==> src/rtl/adc_meas.sv <==
// ----------------------------------------------------------------------------
// adc_meas -- windowed ADC measurement block.
//
// Generates the ADC sample clock (sys_clk/2), registers one sample per
// adc_clk period and, on request, measures a window of WIN_LEN samples. It
// reports the window maximum, minimum and peak-to-peak value and, when
// enabled, the number of rising threshold crossings.
//
// Optional feature macro: ADC_MEAS_CROSS_EN
//   defined   : crossing detector active. The threshold is the midpoint of the
//               previous window. Arming and counting use +/-HYST hysteresis.
//   undefined : no detector or threshold logic; cross_cnt is tied to 0.
//
// Handshake: start is a single-cycle request that is accepted only while
// idle (busy low). Requests while busy are dropped. meas_valid is a
// one-cycle strobe with no back-pressure. The result outputs hold until the
// next strobe.
//
// Ports:
//   sys_clk    in   system clock
//   sys_rst_n  in   asynchronous active-low reset
//   start      in   window request
//   adc_data   in   8-bit unsigned ADC sample
//   adc_clk    out  ADC sample clock, sys_clk/2
//   busy       out  window open (capture or done)
//   meas_valid out  one-cycle pulse, results updated
//   vmax/vmin  out  window maximum / minimum
//   vpp        out  vmax - vmin
//   cross_cnt  out  rising threshold crossings (saturating)
//   dbg_state  out  FSM state for observation
// ----------------------------------------------------------------------------
module adc_meas #(
    parameter int WIN_LEN = 4096,
    parameter int HYST    = 8
) (
    input  logic        sys_clk,
    input  logic        sys_rst_n,
    input  logic        start,
    input  logic [7:0]  adc_data,
    output logic        adc_clk,
    output logic        busy,
    output logic        meas_valid,
    output logic [7:0]  vmax,
    output logic [7:0]  vmin,
    output logic [7:0]  vpp,
    output logic [15:0] cross_cnt,
    output logic [1:0]  dbg_state
);

    localparam logic [1:0] ST_IDLE = 2'd0;
    localparam logic [1:0] ST_CAPT = 2'd1;
    localparam logic [1:0] ST_DONE = 2'd2;

    localparam int             CW       = $clog2(WIN_LEN);
    localparam logic [CW-1:0]  LAST_IDX = CW'(WIN_LEN - 1);

    if (WIN_LEN < 16 || WIN_LEN > 65536 || (WIN_LEN & (WIN_LEN - 1)) != 0 ||
        HYST < 0 || HYST > 63) begin : g_bad_param
        $error("adc_meas: WIN_LEN must be a power of two in 16..65536, HYST in 0..63");
    end

    logic [1:0]    state;
    logic [7:0]    smp_q;
    logic          smp_vld;
    logic          take;
    logic [CW-1:0] smp_cnt;
    logic          win_full;
    logic [7:0]    run_max;
    logic [7:0]    run_min;

    assign busy      = (state != ST_IDLE);
    assign dbg_state = state;

    // adc_clk is high in the cycle before it falls; that cycle is the sample
    // strobe, so adc_data is taken on the falling edge of adc_clk.
    always_ff @(posedge sys_clk or negedge sys_rst_n) begin
        if (!sys_rst_n) begin
            adc_clk <= 1'b0;
        end else begin
            adc_clk <= ~adc_clk;
        end
    end

    // A sample is flagged for the datapath only when it was registered while
    // capturing. This way a sample taken on the same edge that accepts start
    // never leaks into the window.
    always_ff @(posedge sys_clk or negedge sys_rst_n) begin
        if (!sys_rst_n) begin
            smp_q   <= 8'h00;
            smp_vld <= 1'b0;
        end else begin
            if (adc_clk) begin
                smp_q <= adc_data;
            end
            smp_vld <= adc_clk && (state == ST_CAPT) && !win_full;
        end
    end

    assign take = smp_vld && (state == ST_CAPT) && !win_full;

    // The last sample sets win_full. CAPT moves to DONE on the following
    // edge, and DONE publishes the results one cycle later.
    always_ff @(posedge sys_clk or negedge sys_rst_n) begin
        if (!sys_rst_n) begin
            state      <= ST_IDLE;
            smp_cnt    <= '0;
            win_full   <= 1'b0;
            run_max    <= 8'h00;
            run_min    <= 8'hFF;
            meas_valid <= 1'b0;
            vmax       <= 8'h00;
            vmin       <= 8'h00;
            vpp        <= 8'h00;
        end else begin
            meas_valid <= 1'b0;
            case (state)
                ST_IDLE: begin
                    if (start) begin
                        state    <= ST_CAPT;
                        smp_cnt  <= '0;
                        win_full <= 1'b0;
                        run_max  <= 8'h00;
                        run_min  <= 8'hFF;
                    end
                end
                ST_CAPT: begin
                    if (win_full) begin
                        state <= ST_DONE;
                    end else if (take) begin
                        if (smp_q > run_max) run_max <= smp_q;
                        if (smp_q < run_min) run_min <= smp_q;
                        if (smp_cnt == LAST_IDX) win_full <= 1'b1;
                        smp_cnt <= smp_cnt + CW'(1);
                    end
                end
                ST_DONE: begin
                    // At least one sample was seen, so run_max >= run_min.
                    vmax       <= run_max;
                    vmin       <= run_min;
                    vpp        <= run_max - run_min;
                    meas_valid <= 1'b1;
                    win_full   <= 1'b0;
                    state      <= ST_IDLE;
                end
                default: begin
                    state <= ST_IDLE;
                end
            endcase
        end
    end

`ifdef ADC_MEAS_CROSS_EN
    logic [7:0] thr;
    logic [7:0] thr_lo;
    logic [7:0] thr_hi;
    logic [9:0] lo_ext;
    logic [9:0] hi_ext;
    logic [8:0] mid_sum;
    logic       armed;
    logic [15:0] xcnt;

    // Hysteresis bounds are computed in 10 bits so that underflow and
    // overflow can be clamped to the 8-bit sample range.
    always_comb begin
        lo_ext  = {2'b00, thr} - 10'(HYST);
        hi_ext  = {2'b00, thr} + 10'(HYST);
        thr_lo  = lo_ext[9] ? 8'h00 : lo_ext[7:0];
        thr_hi  = (hi_ext > 10'd255) ? 8'hFF : hi_ext[7:0];
        mid_sum = {1'b0, run_max} + {1'b0, run_min};
    end

    always_ff @(posedge sys_clk or negedge sys_rst_n) begin
        if (!sys_rst_n) begin
            thr       <= 8'd128;
            armed     <= 1'b0;
            xcnt      <= 16'h0000;
            cross_cnt <= 16'h0000;
        end else begin
            case (state)
                ST_IDLE: begin
                    if (start) begin
                        armed <= 1'b0;
                        xcnt  <= 16'h0000;
                    end
                end
                ST_CAPT: begin
                    if (take) begin
                        if (armed && (smp_q > thr_hi)) begin
                            armed <= 1'b0;
                            if (xcnt != 16'hFFFF) xcnt <= xcnt + 16'd1;
                        end else if (smp_q < thr_lo) begin
                            armed <= 1'b1;
                        end
                    end
                end
                ST_DONE: begin
                    cross_cnt <= xcnt;
                    thr       <= mid_sum[8:1];
                end
                default: begin
                    armed <= 1'b0;
                end
            endcase
        end
    end
`else
    assign cross_cnt = 16'h0000;
`endif

endmodule

==> config.mk <==
export PLATFORM = sky130hd
export DESIGN_NAME = adc_meas
export DESIGN_NICKNAME = d
export VERILOG_FILES = /design/src/rtl/adc_meas.sv
export SDC_FILE = /design/constraint.sdc
export NUM_CORES = 1
export LEC_CHECK = 0
export BUFFER_PORTS_ARGS = -buffer_cell sky130_fd_sc_hd__clkbuf_2
export CAP_MARGIN = 20
export CORE_AREA = 5 5 84 86
export DETAILED_ROUTE_END_ITERATION = 8
export DIE_AREA = 0 0 89 91
export GPL_TIMING_DRIVEN = 0
export PLACE_DENSITY = 0.88
export SLEW_MARGIN = 20
export SYNTH_ARGS = -nofsm -noshare
export SYNTH_HDL_FRONTEND = slang
export SYNTH_SLANG_ARGS = --single-unit
==> constraint.sdc <==
create_clock -name sys_clk -period 2.3 [get_ports sys_clk]
set_input_delay 0.23 -clock sys_clk [delete_from_list [all_inputs] [get_ports sys_clk]]
set_output_delay 0.23 -clock sys_clk [all_outputs]
set_load 0.02 [all_outputs]
==> reports/metrics.csv <==
metric,value,unit
groute.layer.met1.usage,23.3,%
critPathMaxFanout,8,
synth.area.top_cells,"dfrtp_1 43%, ha_1 8.6%, dfstp_2 6.3%, nand2_1 3.8%, o21ai_0 3.6%",
hpwlAfterDp,5200,microns
setup_repair_after_global_routing_missed_its_margin,false,
fillerInstances,511,
muxShareOfSynthArea,2.65,%
drt_first_pass_iters,4,
launch_point_of_the_worst_reg_to_reg_path,run_min[7],
worstSkewPairLatency,340,ps
synth_top_area_share,43.3,%
yosys.area_share.simple,12.8,%
leakage,1.97,nW
timing.final.setup_violations,0,
p_seq_share,43.1,%
dr_total_vias,2509,
drt_drc_violations_left,0,
boundaryPins,56,
detail_route.iter0.violations,93,
fraction_of_synthesized_cell_area_in_xor_and_xnor_cells,3.13,%
power.internal,2.36,mW
criticalPathCategory,reg -> reg,
max_stage_delay,550,ps
synth_edf_count,0,
setup-tns-final,0,ps
antenna_diode_count,0,
hold_start,adc_data[0],
dominant_combinational_cell_family_by_area_after_synthesis,compound AO/OA/AOI/OAI gates,
synth_sequential_area_ratio,49.5,%
final_util,62.9,%
clock_tree_from_tritoncts,done,
worstPathCellList,"inv_1, ha_1, and2_1, a221oi_1, o21ai_1, or2_1, o22a_1",
layout_overhead_on_the_synthesized_area,16.3,%
power.share.combinational,34.2,%
antenna_found_initial,0,
status,"complete, no violations",
p_sw_share,34.9,%
route.antenna.remaining_nets,0,
sequential_cell_area,0.00166,sq mm
grt_max_degree,51,
switchingPower,1.27,mW
globalRouteOverflowTotal,0,
tightestPinTransition,521,ps
synthesis.instances,320,
drive_above_1_share,23.3,%
globalRouteMet3Util,6.43,%
timing.reg2reg.setup_slack,180,ps
report.final.slew_viol_count,0,
number_of_sinks_handled_by_clock_tree_synthesis,66,
area_taken_by_multi_input_logic_gates,0.00152,sq mm
async_flop_share,100,%
vdd_drop_max,0.506,mV
syn_area,0.00335,sq mm
fin_clk_skew,4.93,ps
ys_warn_count,0,
cp-start-kind,flip-flop,
grt_util_met2,30.1,%
cts.htree.levels,3,
power.clock.fraction,22.8,%
first_global_vias,2529,
timing.hold.worst_endpoint,smp_q[0],
cts_root_buf,clkbuf_8,
die-height,91,microns
ys_dominant_reg_cell,dfrtp_1,
max_cap_violations,0,
grt_pass1_wl,11700,microns
cts_max_path_buffers,2,
initial_cell_density_of_the_core,54.1,%
die-width,89,microns
core_region_area,0.00620,sq mm
route.final.wire_length,6760,microns
worst_r2r_path_depth,7,
synth-compound-area-share,15.6,%
yosys_register_bits,66,
overall_die_area,0.00810,sq mm
r2r-end,run_min[6],
port_buffers,39,
cts_buffers,9,
yosys.area_share.adder,9.18,%
final_hold_viol_count,0,
most_area_hungry_cell_type_in_the_yosys_netlist,dfrtp_1,
synth_cell_type_count,50,
routabilityCongestion,0.860,
worst_setup_path_end_kind,flip-flop,
gr-usage-all-layers,18.7,%
postSynthAreaPerCell,10.5,sq um
total_power,3.63,mW
number_of_nets_in_the_final_layout,421,
viasPerCell,5.36,
cp_data_required_time,2570,ps
period_minus_slack,2120,ps
timing.hold.worst.class,in -> reg,
floorplan.rows,29,
worst-endpoint-arrival,2400,ps
holdPathStages,3,
routedWlPerCell,14.4,microns
period_share,92.3,%
power_density,931,mW/mm^2
path_clk_slew,70,ps
maxSlewHeadroom,65.2,%
critical-path-slowest-cell,dfstp_2,
grt_most_used_layer,met2,
maxClockFrequency,0.471,GHz
registers in the layout, summed over array words and instances, names as in the netlist:
name,flops
smp_cnt,12
run_max,8
run_min,8
smp_q,8
vmax,8
vmin,8
vpp,8
dbg_state,2
adc_clk,1
meas_valid,1
smp_vld,1
win_full,1
Yosys cell counts (2+ instances only):
library cell,count
xor2_1,6
mux2_2,7
inv_1,21
a211oi_1,4
nand2b_1,6
nand3_1,5
ha_1,23
buf_4,16
a22o_1,9
o22a_1,8
nand2_1,34
o21a_1,5
o21ai_1,2
dfrtp_1,58
a21oi_1,5
o21ai_2,2
o31ai_1,3
xnor2_1,6
nor3_1,6
dfstp_2,8
o21ai_0,24
and3_1,2
nor2_1,21
nand4_1,4
a21o_1,3
clkbuf_1,8
worst max path at each step:
stage,start,endpoint
after global routing,run_min[7],run_min[1]
after detailed placement,run_min[7],run_min[7]
after global placement,run_min[7],run_min[1]
final,run_min[7],run_min[6]
after floorplan,run_min[7],run_min[1]
after CTS,run_min[7],run_min[6]
layout by cell type, fill, tap and decap left out, types with 7 or more instances in the layout:
master | Yosys | final
dfstp_2 | 8 | 8
inv_1 | 21 | 21
a22o_1 | 9 | 9
mux2_2 | 7 | 7
clkbuf_1 | 8 | 10
conb_1 | 1 | 16
nor2_1 | 21 | 21
nand2_1 | 34 | 34
buf_4 | 16 | 16
clkbuf_2 | 0 | 38
ha_1 | 23 | 23
o22a_1 | 8 | 8
o21ai_0 | 24 | 24
clkbuf_8 | 0 | 10
dfrtp_1 | 58 | 58
metrics by stage:
step	cell area (sq um)	setup WS, ps	hold slack (ps)	instances
after CTS	3910	78.7	81.3	469
after global routing	3900	40.6	114	468
final	3900	177	103	468
after global placement	3700	144	460	451
after floorplan	3410	317	-65.6	335
after detailed placement	3730	82.9	142	452
critical path: cells and delay by family, from the launching register on:
family          cells  cell delay [ps]
simple gates        2              510
flops               1              550
compound gates      3              650
buf+inv             1               60
fa+ha+maj           1              280
power groups by stage:
stage                     Sequential (mW)  Combinational [mW]  Clock (mW)
final                                1.57                1.24       0.827
after global routing                 1.59                1.43       0.895
after CTS                            1.56                1.24       0.853
after detailed placement             1.58                1.23           0
after global placement               1.57                1.16           0
after floorplan                      1.53               0.969           0
cell families (layout without fill, tap and decap cells):
| logic type | after synthesis | in the layout |
|---|---|---|
| adder cells (fa/ha/maj) | 24 | 24 |
| AND/OR/NAND/NOR | 89 | 89 |
| flip-flops | 66 | 66 |
| XOR/XNOR | 12 | 12 |
| buffers and inverters | 46 | 102 |
| multiplexers | 8 | 8 |
| AO/OA/AOI/OAI | 74 | 74 |
| other | 1 | 16 |
metal layers:
layer  wire [microns]  share of wire [%]
met1             2900                 43
met2             3290                 49
met3              439                6.5
met4              127                1.9
met5                0                  0
what timing repair did:
action,CTS,global route
hold buffers,1,0
setup endpoints to repair,0,8
hold endpoints to repair,12,0
setup buffers,0,0
resized for setup,0,1
layout make-up:
type                       count  area share (%)
timing repair buffer          41            6.03
clock buffer                  13            3.82
buffer                        24            3.88
inverter                      21            2.02
sequential                    66            42.6
tap                           77            2.47
clock inverter                 3           0.385
multi-input combinational    223            38.8
No activity file was read; power rests on OpenSTA's default activity.
